`src/rtl/imm_decode_pkg.sv`:
```
// Shared types and opcode constants for the registered immediate decode stage.
// Optional CSR-immediate decoding is enabled by defining IMM_DECODE_CSR_IMM_EN.
package imm_decode_pkg;

    typedef enum logic [2:0] {
        FMT_NONE = 3'd0,
        FMT_I    = 3'd1,
        FMT_S    = 3'd2,
        FMT_B    = 3'd3,
        FMT_U    = 3'd4,
        FMT_J    = 3'd5,
        FMT_CSR  = 3'd6
    } imm_fmt_e;

    localparam logic [6:0] OPC_OP_IMM   = 7'b0010011;
    localparam logic [6:0] OPC_LOAD     = 7'b0000011;
    localparam logic [6:0] OPC_JALR     = 7'b1100111;
    localparam logic [6:0] OPC_FENCE    = 7'b0001111;
    localparam logic [6:0] OPC_OP_IMM32 = 7'b0011011;
    localparam logic [6:0] OPC_STORE    = 7'b0100011;
    localparam logic [6:0] OPC_BRANCH   = 7'b1100011;
    localparam logic [6:0] OPC_LUI      = 7'b0110111;
    localparam logic [6:0] OPC_AUIPC    = 7'b0010111;
    localparam logic [6:0] OPC_JAL      = 7'b1101111;
    localparam logic [6:0] OPC_OP       = 7'b0110011;
    localparam logic [6:0] OPC_OP32     = 7'b0111011;
    localparam logic [6:0] OPC_SYSTEM   = 7'b1110011;

    // Entries are stored at the widest supported width; narrower builds use the low bits.
    localparam int unsigned ENTRY_W = 64;

    typedef struct packed {
        logic [ENTRY_W-1:0] imm;
        imm_fmt_e           fmt;
        logic [ENTRY_W-1:0] pc;
        logic               illegal;
    } imm_entry_t;

    localparam imm_entry_t ENTRY_RESET = '{
        imm:     {ENTRY_W{1'b0}},
        fmt:     FMT_NONE,
        pc:      {ENTRY_W{1'b0}},
        illegal: 1'b0
    };

endpackage

```
`src/rtl/imm_decode_stage_if.sv`:
```
// Upstream/downstream valid-ready bundle of the immediate decode stage.
// The slave modport is the stage itself; the master modport is its environment.
interface imm_decode_stage_if #(
    parameter int XLEN = 32,
    parameter int PC_W = XLEN
);
    import imm_decode_pkg::*;

    logic            in_valid;
    logic            in_ready;
    logic [31:0]     in_instr;
    logic [PC_W-1:0] in_pc;
    logic            out_valid;
    logic            out_ready;
    logic [XLEN-1:0] out_imm;
    imm_fmt_e        out_fmt;
    logic [PC_W-1:0] out_pc;
    logic            out_illegal;

    modport master (
        output in_valid, in_instr, in_pc, out_ready,
        input  in_ready, out_valid, out_imm, out_fmt, out_pc, out_illegal
    );

    modport slave (
        input  in_valid, in_instr, in_pc, out_ready,
        output in_ready, out_valid, out_imm, out_fmt, out_pc, out_illegal
    );

endinterface

```
`src/rtl/imm_decode_comb.sv`:
```
// Pure combinational RV32/RV64 immediate decoder: format, XLEN immediate, illegal flag.
// Defining IMM_DECODE_CSR_IMM_EN adds zero-extended CSR immediates (FMT_CSR).
module imm_decode_comb
    import imm_decode_pkg::*;
#(
    parameter int XLEN = 32
) (
    input  logic [31:0]     instr,
    output logic [XLEN-1:0] imm,
    output imm_fmt_e        fmt,
    output logic            illegal
);

    logic [6:0]  opc_s;
    logic [31:0] imm32_s;

    function automatic logic [XLEN-1:0] sext32(input logic [31:0] v);
        return XLEN'($signed(v));
    endfunction

    assign opc_s = instr[6:0];

    // Immediate is assembled sign-extended to 32 bits, then widened to XLEN.
    always_comb begin
        imm32_s = 32'd0;
        fmt     = FMT_NONE;
        illegal = 1'b0;
        if (opc_s[1:0] != 2'b11) begin
            illegal = 1'b1;
        end else begin
            case (opc_s)
                OPC_OP_IMM, OPC_LOAD, OPC_JALR, OPC_FENCE: begin
                    imm32_s = {{20{instr[31]}}, instr[31:20]};
                    fmt     = FMT_I;
                end
                OPC_OP_IMM32: begin
                    if (XLEN == 64) begin
                        imm32_s = {{20{instr[31]}}, instr[31:20]};
                        fmt     = FMT_I;
                    end else begin
                        illegal = 1'b1;
                    end
                end
                OPC_STORE: begin
                    imm32_s = {{20{instr[31]}}, instr[31:25], instr[11:7]};
                    fmt     = FMT_S;
                end
                OPC_BRANCH: begin
                    imm32_s = {{19{instr[31]}}, instr[31], instr[7], instr[30:25], instr[11:8], 1'b0};
                    fmt     = FMT_B;
                end
                OPC_LUI, OPC_AUIPC: begin
                    imm32_s = {instr[31:12], 12'd0};
                    fmt     = FMT_U;
                end
                OPC_JAL: begin
                    imm32_s = {{11{instr[31]}}, instr[31], instr[19:12], instr[20], instr[30:21], 1'b0};
                    fmt     = FMT_J;
                end
                OPC_OP: begin
                    fmt = FMT_NONE;
                end
                OPC_OP32: begin
                    if (XLEN == 64) begin
                        fmt = FMT_NONE;
                    end else begin
                        illegal = 1'b1;
                    end
                end
                OPC_SYSTEM: begin
`ifdef IMM_DECODE_CSR_IMM_EN
                    if (instr[14]) begin
                        imm32_s = {27'd0, instr[19:15]};
                        fmt     = FMT_CSR;
                    end else begin
                        fmt = FMT_NONE;
                    end
`else
                    fmt = FMT_NONE;
`endif
                end
                default: begin
                    illegal = 1'b1;
                end
            endcase
        end
    end

    assign imm = sext32(imm32_s);

endmodule

```
`src/rtl/imm_decode_stage.sv`:
```
// Registered immediate decode stage: output register plus skid register, valid/ready both sides.
// in_ready depends only on skid occupancy; flush clears both entries. Macro: IMM_DECODE_CSR_IMM_EN.
module imm_decode_stage
    import imm_decode_pkg::*;
#(
    parameter int XLEN = 32,
    parameter int PC_W = XLEN
) (
    input  logic               clk,
    input  logic               rst_n,
    input  logic               flush,
    imm_decode_stage_if.slave  bus
);

    if (!(XLEN == 32 || XLEN == 64)) begin : g_bad_xlen
        $error("imm_decode_stage: XLEN must be 32 or 64");
    end
    if (PC_W < 1 || PC_W > ENTRY_W) begin : g_bad_pc_w
        $error("imm_decode_stage: PC_W out of range");
    end

    logic [XLEN-1:0] dec_imm_s;
    imm_fmt_e        dec_fmt_s;
    logic            dec_illegal_s;
    imm_entry_t      dec_entry_s;
    imm_entry_t      or_r, sk_r, or_next_s, sk_next_s;
    logic            or_valid_r, sk_valid_r, in_ready_r;
    logic            or_valid_next_s, sk_valid_next_s;
    logic            accept_s, drain_s, or_free_s;
    logic            unused_bits_s;

    imm_decode_comb #(.XLEN(XLEN)) u_dec (
        .instr   (bus.in_instr),
        .imm     (dec_imm_s),
        .fmt     (dec_fmt_s),
        .illegal (dec_illegal_s)
    );

    // Pack the decoded fields of the incoming instruction into a stage entry.
    always_comb begin
        dec_entry_s         = ENTRY_RESET;
        dec_entry_s.imm     = ENTRY_W'(dec_imm_s);
        dec_entry_s.fmt     = dec_fmt_s;
        dec_entry_s.pc      = ENTRY_W'(bus.in_pc);
        dec_entry_s.illegal = dec_illegal_s;
    end

    assign accept_s  = bus.in_valid & in_ready_r;
    assign drain_s   = or_valid_r & bus.out_ready;
    assign or_free_s = ~or_valid_r | drain_s;

    // Next-state for the output/skid pair; the skid always holds the younger entry.
    always_comb begin
        or_next_s       = or_r;
        or_valid_next_s = or_valid_r;
        sk_next_s       = sk_r;
        sk_valid_next_s = sk_valid_r;
        if (flush) begin
            or_next_s       = ENTRY_RESET;
            or_valid_next_s = 1'b0;
            sk_next_s       = ENTRY_RESET;
            sk_valid_next_s = 1'b0;
        end else if (or_free_s) begin
            if (sk_valid_r) begin
                or_next_s       = sk_r;
                or_valid_next_s = 1'b1;
                if (accept_s) begin
                    sk_next_s       = dec_entry_s;
                    sk_valid_next_s = 1'b1;
                end else begin
                    sk_next_s       = ENTRY_RESET;
                    sk_valid_next_s = 1'b0;
                end
            end else if (accept_s) begin
                or_next_s       = dec_entry_s;
                or_valid_next_s = 1'b1;
            end else begin
                or_next_s       = ENTRY_RESET;
                or_valid_next_s = 1'b0;
            end
        end else if (accept_s) begin
            sk_next_s       = dec_entry_s;
            sk_valid_next_s = 1'b1;
        end else begin
            sk_next_s       = sk_r;
            sk_valid_next_s = sk_valid_r;
        end
    end

    // Stage registers; in_ready is registered from the next skid occupancy.
    always_ff @(posedge clk or negedge rst_n) begin
        if (!rst_n) begin
            or_r       <= ENTRY_RESET;
            sk_r       <= ENTRY_RESET;
            or_valid_r <= 1'b0;
            sk_valid_r <= 1'b0;
            in_ready_r <= 1'b1;
        end else begin
            or_r       <= or_next_s;
            sk_r       <= sk_next_s;
            or_valid_r <= or_valid_next_s;
            sk_valid_r <= sk_valid_next_s;
            in_ready_r <= ~sk_valid_next_s;
        end
    end

    assign bus.in_ready    = in_ready_r;
    assign bus.out_valid   = or_valid_r;
    assign bus.out_imm     = or_r.imm[XLEN-1:0];
    assign bus.out_fmt     = or_r.fmt;
    assign bus.out_pc      = or_r.pc[PC_W-1:0];
    assign bus.out_illegal = or_r.illegal;

    // Upper entry bits are constant zero in narrow builds.
    assign unused_bits_s = ^{or_r.imm, or_r.pc};

endmodule

```
`src/flat_wrapper.sv`:
```
// flat-port wrapper written by rule: the top's interface ports become plain ports
module imm_decode_stage_flat import imm_decode_pkg::*;
#(
    parameter int XLEN = 32,
    parameter int PC_W = XLEN
)
  (clk, rst_n, flush, bus_in_valid, bus_in_instr, bus_in_pc, bus_out_ready, bus_in_ready, bus_out_valid, bus_out_imm, bus_out_fmt, bus_out_pc, bus_out_illegal);
  imm_decode_stage_if #(.XLEN(XLEN), .PC_W(PC_W)) bus_i ();
  input  logic clk;
  input  logic rst_n;
  input  logic flush;
  input wire logic [$bits(bus_i.in_valid)-1:0] bus_in_valid;
  input wire logic [$bits(bus_i.in_instr)-1:0] bus_in_instr;
  input wire logic [$bits(bus_i.in_pc)-1:0] bus_in_pc;
  input wire logic [$bits(bus_i.out_ready)-1:0] bus_out_ready;
  output wire logic [$bits(bus_i.in_ready)-1:0] bus_in_ready;
  output wire logic [$bits(bus_i.out_valid)-1:0] bus_out_valid;
  output wire logic [$bits(bus_i.out_imm)-1:0] bus_out_imm;
  output wire logic [$bits(bus_i.out_fmt)-1:0] bus_out_fmt;
  output wire logic [$bits(bus_i.out_pc)-1:0] bus_out_pc;
  output wire logic [$bits(bus_i.out_illegal)-1:0] bus_out_illegal;
  assign bus_i.in_valid = bus_in_valid;
  assign bus_i.in_instr = bus_in_instr;
  assign bus_i.in_pc = bus_in_pc;
  assign bus_i.out_ready = bus_out_ready;
  assign bus_in_ready = bus_i.in_ready;
  assign bus_out_valid = bus_i.out_valid;
  assign bus_out_imm = bus_i.out_imm;
  assign bus_out_fmt = bus_i.out_fmt;
  assign bus_out_pc = bus_i.out_pc;
  assign bus_out_illegal = bus_i.out_illegal;
  imm_decode_stage #(.XLEN(XLEN), .PC_W(PC_W)) u_core (.clk(clk), .rst_n(rst_n), .flush(flush), .bus(bus_i));
endmodule
```
`config.mk`:
```
export PLATFORM = sky130hd
export DESIGN_NAME = imm_decode_stage_flat
export DESIGN_NICKNAME = d
export VERILOG_FILES = /design/src/rtl/imm_decode_pkg.sv /design/src/rtl/imm_decode_stage_if.sv /design/src/rtl/imm_decode_comb.sv /design/src/rtl/imm_decode_stage.sv /design/src/flat_wrapper.sv
export SDC_FILE = /design/constraint.sdc
export NUM_CORES = 1
export LEC_CHECK = 0
export ABC_AREA = 1
export CAP_MARGIN = 30
export CORE_MARGIN = 5
export CORE_UTILIZATION = 25
export DETAILED_ROUTE_END_ITERATION = 10
export PLACE_DENSITY = 0.42
export SKIP_CTS_REPAIR_TIMING = 1
export SKIP_LAST_GASP = 1
export SYNTH_ARGS = -nofsm -noshare
export SYNTH_HDL_FRONTEND = slang
export SYNTH_HIERARCHICAL = 1
export SYNTH_SLANG_ARGS = --single-unit
```
`constraint.sdc`:
```
create_clock -name clk -period 2.65 [get_ports clk]
set_input_delay 0.265 -clock clk [delete_from_list [all_inputs] [get_ports clk]]
set_output_delay 0.265 -clock clk [all_outputs]
set_load 0.02 [all_outputs]
```
======== Word level (Yosys, flattened, before mapping) ========
Cells that the tools add are included.
operators by class
  add/sub/neg operators ................... 0
  shift-type cells ........................ 0
  multipliers ............................. 0
  reduce and logical (&&, ||, !) cells .... 6
  divide/modulo/power cells ............... 0
  multiplexer cells ....................... 22
  equality and inequality tests ........... 13
  $lt $le $gt $ge ......................... 0
  bitwise operators ....................... 5
operators by type and width
  cell                  count
  $mux W100             8
  $pmux W32 S5          1
  $mux W32              1
  $eq A7 B7 Y1 const B  4
  $eq A7 B6 Y1 const B  3
  $pmux W3 S5           1
  $eq A7 B5 Y1 const B  2
  $reduce_or A11 Y1     1
  $mux W1               10
  $eq A7 B2 Y1 const B  1
  $eq A7 B4 Y1 const B  1
  $reduce_or A4 Y1      1
  $mux W3               1
  $ne A3 B2 Y1 const B  1
  $reduce_bool A3 Y1    1
  $and A1 B1 Y1         2
  $ne A2 B2 Y1 const B  1
  $not A1 Y1            2
  $reduce_and A2 Y1     1
  $reduce_bool A2 Y1    1
  $reduce_or A2 Y1      1
  $or A1 B1 Y1          1
storage, ports and cells
  memory bits (writable) .................. 0
  register bits after elaboration ......... 171
  latch bits .............................. 0
  ROM bits ................................ 0
  memories ................................ 0
  logic and storage cells ................. 57
  input bits .............................. 69

======== Longest topological paths before layout ========
  depth in word-level cells ............... 8
  mapped depth ............................ 13
  gate-level depth less buffers ........... 12

======== Cells and area by module ========
Netlist, hierarchy kept.
by module, submodules not included
  module            instances  cells each  area an instance (um^2)
  imm_decode_stage  1          837         6617.6
  imm_decode_comb   1          229         993.5

======== Worst setup path before layout ========
No wires, ideal clock.
  kind .................................... input port to flip-flop
  start ................................... input bus_in_instr[4]
  end ..................................... register u_core.or_r (netlist bit u_core/bus.out_imm[24])
  path slack .............................. 1.183 ns
  path buffers ............................ 1
  cell stages on the path ................. 12
  data arrival time ....................... 1.384 ns
  cell sequence ........................... inv_1 > nand2_1 > nor2_4 > nand3_1 > nand2_2 > buf_6 > nor2_1 > nand2_1 > nand2_1 > nand2_1 > nand2_1 > o21ai_0
between the ends
  word-level cells in the longest chain between the ends .. 8
RTL lines
  what                                                         RTL line                source
  start, declared                                              flat_wrapper.sv:13      input wire logic [$bits(bus_i.in_instr)-1:0] bus_in_instr;
  $eq A7 B5 Y1 (tied with other cells)                         imm_decode_comb.sv:31   case (opc_s)
  $reduce_or A4 Y1 / $reduce_or A2 Y1 (equally long branches)  imm_decode_comb.sv:31
  $pmux W32 S5 (*)                                             imm_decode_comb.sv:31
  $mux W32 (*)                                                 imm_decode_comb.sv:28   if (opc_s[1:0] != 2'b11) begin
  net u_core.dec_imm_s[24]                                     imm_decode_stage.sv:22  logic [XLEN-1:0] dec_imm_s;
  $mux W100 (*)                                                imm_decode_stage.sv:74  end else if (accept_s) begin
  $mux W100 (*)                                                imm_decode_stage.sv:64  if (sk_valid_r) begin
  $mux W100 (*)                                                imm_decode_stage.sv:63  end else if (or_free_s) begin
  $mux W100 (*)                                                imm_decode_stage.sv:58  if (flush) begin
  end signal, assigned                                         imm_decode_stage.sv:99  or_r <= or_next_s;
  end, declared                                                imm_decode_stage.sv:26  imm_entry_t or_r, sk_r, or_next_s, sk_next_s;
The timed path passes the listed nets; every way through them passes the cells marked *. The select of a mux whose other input is x is not followed.
A chain may end at the register's enable or synchronous reset.

======== Final worst setup path ========
  start ................................... register u_core.sk_valid_r
  end ..................................... register u_core/sk_r[87] (netlist bit)
between the ends
  word-level cells in the longest chain between the ends .. 2
RTL lines
  what                                RTL line                 source
  start, declared                     imm_decode_stage.sv:27   logic or_valid_r, sk_valid_r, in_ready_r;
  start signal, assigned              imm_decode_stage.sv:102  sk_valid_r <= sk_valid_next_s;
  $ne A3 B2 Y1 (no source line)       n/a
  $reduce_and A2 Y1 (no source line)  n/a
  end signal, assigned                imm_decode_stage.sv:100  sk_r <= sk_next_s;
  end, declared                       imm_decode_stage.sv:26
No other way between the ends.

==> run metrics <==
Synth area leader=dfrtp_1; core box area=~30,000 sq um; die height=between 150 and 200 microns; worst min-delay path category=in -> async; Cells after Synth=between 1,000 and 1,500; Setup crit end kind=register; post-synthesis sequential area ratio=around 46%; r2r setup slk=around 750 ps; Worst R2R End=u_core/sk_r[87]; io pins=around 140; Netlist cell types=23; max layer used=met5; H-tree depth=4; Sink Count=139; setup violators final=0; Final #Nets=1,241; Final Util=about a third; Synth-to-Final Area Change=30.26%; pwr dens=approximately 540 nW/um^2; vias in the first global route=about 7,000; status=finished, final reports clean; Iter 0 DRT Violations=approximately 550; TritonRoute pass-1 iters=5; EDFF count, synth=0; crit path from=u_core/sk_valid_r; Synth area leaders=dfrtp_1, nand2_1, nand3_1; Layout Skew=roughly 13 ps; Synth Warn #=6; Startpoint Class=register; Post-Syn Area per Cell=around 7.1 sq um; Syn Nets=around 1,100; CTS Buf Count=17; Leak=about 5 nW; RSZ-0062 raised after global routing=false; Longest Clk Path Bufs=2; CTS clk-pin slew, worst paths=approximately 70 ps; Synth Flop Type=dfrtp_1; Die ar.=approximately 34,000 sq um; Worst-Skew Late Latency=~430 ps; Max rail drop VDD=between 300 and 400 uV; Total GRT Usage=roughly 15%; largest net degree at the start of global routing=70; ANT nets after route=0; CP max FO=just under 70; period utilization=71.84%; met1 WL=roughly 13,000 microns; Final Hold Viols=0; Final WS setup=between 700 and 800 ps; Period minus WS final=about 1900 ps; Synth top cells by count=nand2_1, nand3_1, dfrtp_1; max frequency=~530 MHz; routed wire length=~26,000 microns; clk root buf=clkbuf_16; met3 WL=1341 microns; Final Power=0.005403 W; met2 WL=~11,000 microns; gpl congestion=approximately 0.84; Worst R2R Path Depth=6; # diodes=0; Yosys reg bits=roughly 140; Final HPWL DP=between 15,000 and 20,000 microns; CTS tree=built; DR vias/cell=roughly 4.5; # DRC=0; post-synth top area share=between 40% and 50%; GR Overflow Total=0; global-route wire length before repair=roughly 42,000 microns; die span in x=around 180 microns; Final Max Slew Viols=0; Data arrival, critical path=about 2300 ps; Vias=~7,000; Setup CP Type=reg -> reg; drt wl/cell=16.39 microns; relative slew slack=41.77%; Worst Path Required=approximately 3000 ps; Initial Utilization=25.48%; initial antenna violation count=1; TNS Setup=0 ps; Slew @ Worst Pin=around 870 ps; asr flop ratio synth=100.0%; Post-Syn Area=around 7600 sq um; layout cell share with drive strength beyond 1=8.608%; pre-CTS setup slack=between 300 and 400 ps; cell with the most instances after synthesis=nand2_1; reported max-cap violation count=0; IO buf count=roughly 140; reg-to-reg critical path startpoint=u_core/sk_valid_r; end of the critical path=u_core/sk_r[87]; Std-Cell Rows=63
worst max-delay path, stage by stage (launching register included):
cell	delay [ps]
dfrtp_2	420
inv_4	240
nand2_2	110
nand2_4	80
buf_4	640
nand3_1	150
nand2_1	120
layout by cell type (no fill, tap or decap), types with 16 or more instances in the layout:
| master | count |
|---|---|
| clkbuf_16 | 17 |
| nand3_2 | 21 |
| buf_4 | 18 |
| inv_1 | 16 |
| dfrtp_1 | 137 |
| nor2_1 | 47 |
| clkdlybuf4s50_1 | 137 |
| o21ai_1 | 17 |
| nand2_1 | 512 |
| o21ai_0 | 51 |
| nand3_1 | 161 |
flip-flops by register name, summed over array words and instances (netlist names):
name,count
u_core/sk_r,68
u_core/bus.out_imm,32
u_core/bus.out_pc,32
u_core/bus.out_fmt,3
u_core/bus.in_ready,1
u_core/bus.out_illegal,1
u_core/bus.out_valid,1
u_core/sk_valid_r,1
layer usage:
metal	vias up	GRT usage (%)
met1	3368	22.41
met5	-	0
met3	18	3.217
met4	2	3.194
li1	3604	-
met2	162	23.62
worst min path at each step:
| stage | start | end | depth (start not counted) |
|---|---|---|---|
| 5_1_grt | bus_in_pc[24] | u_core/sk_r[25] | 3 |
| 3_3_place_gp | rst_n | u_core/sk_r[32] | 1 |
| 3_5_place_dp | rst_n | u_core/bus.out_pc[31] | 1 |
| 6_report | rst_n | u_core/bus.out_pc[2] | 2 |
| 2_1_floorplan | rst_n | u_core/bus.out_fmt[0] | 0 |
| 4_1_cts | rst_n | u_core/sk_r[32] | 1 |
final cells by class:
type,count,area [sq um]
clock buffer,19,442.9
clock inverter,13,131.4
fill,3293,19960
inverter,22,85.08
multi-input combinational,828,3618
sequential,139,3481
tap,390,488.0
timing repair buffer,164,1668
report_power, final:
group / total, W / switching, W / internal (W)
registers: 0.00226 / 0.0000492 / 0.00221
clock network: 0.00240 / 0.00106 / 0.00134
logic: 0.000746 / 0.000477 / 0.000269
total: 0.00540 / 0.00158 / 0.00382
stage by stage:
step	std cells	cell area [sq um]	hold slack [ps]
floorplan	1066	7611	-30.59
global placement	1542	9330	320.6
detailed placement	1542	9330	324.9
CTS	1574	9905	-145.1
global route	1575	9915	444.5
finish	1575	9915	407.1
kinds of logic (layout without fill, tap and decap cells):
| group | after synthesis | count (layout) | share of synthesized area (%) |
|---|---|---|---|
| buffers and inverters | 99 | 218 | 6.740 |
| flip-flops | 139 | 139 | 45.72 |
| AO/OA/AOI/OAI | 70 | 70 | 4.636 |
| AND/OR/NAND/NOR | 758 | 758 | 42.91 |
(Power assumes the default switching activity.)
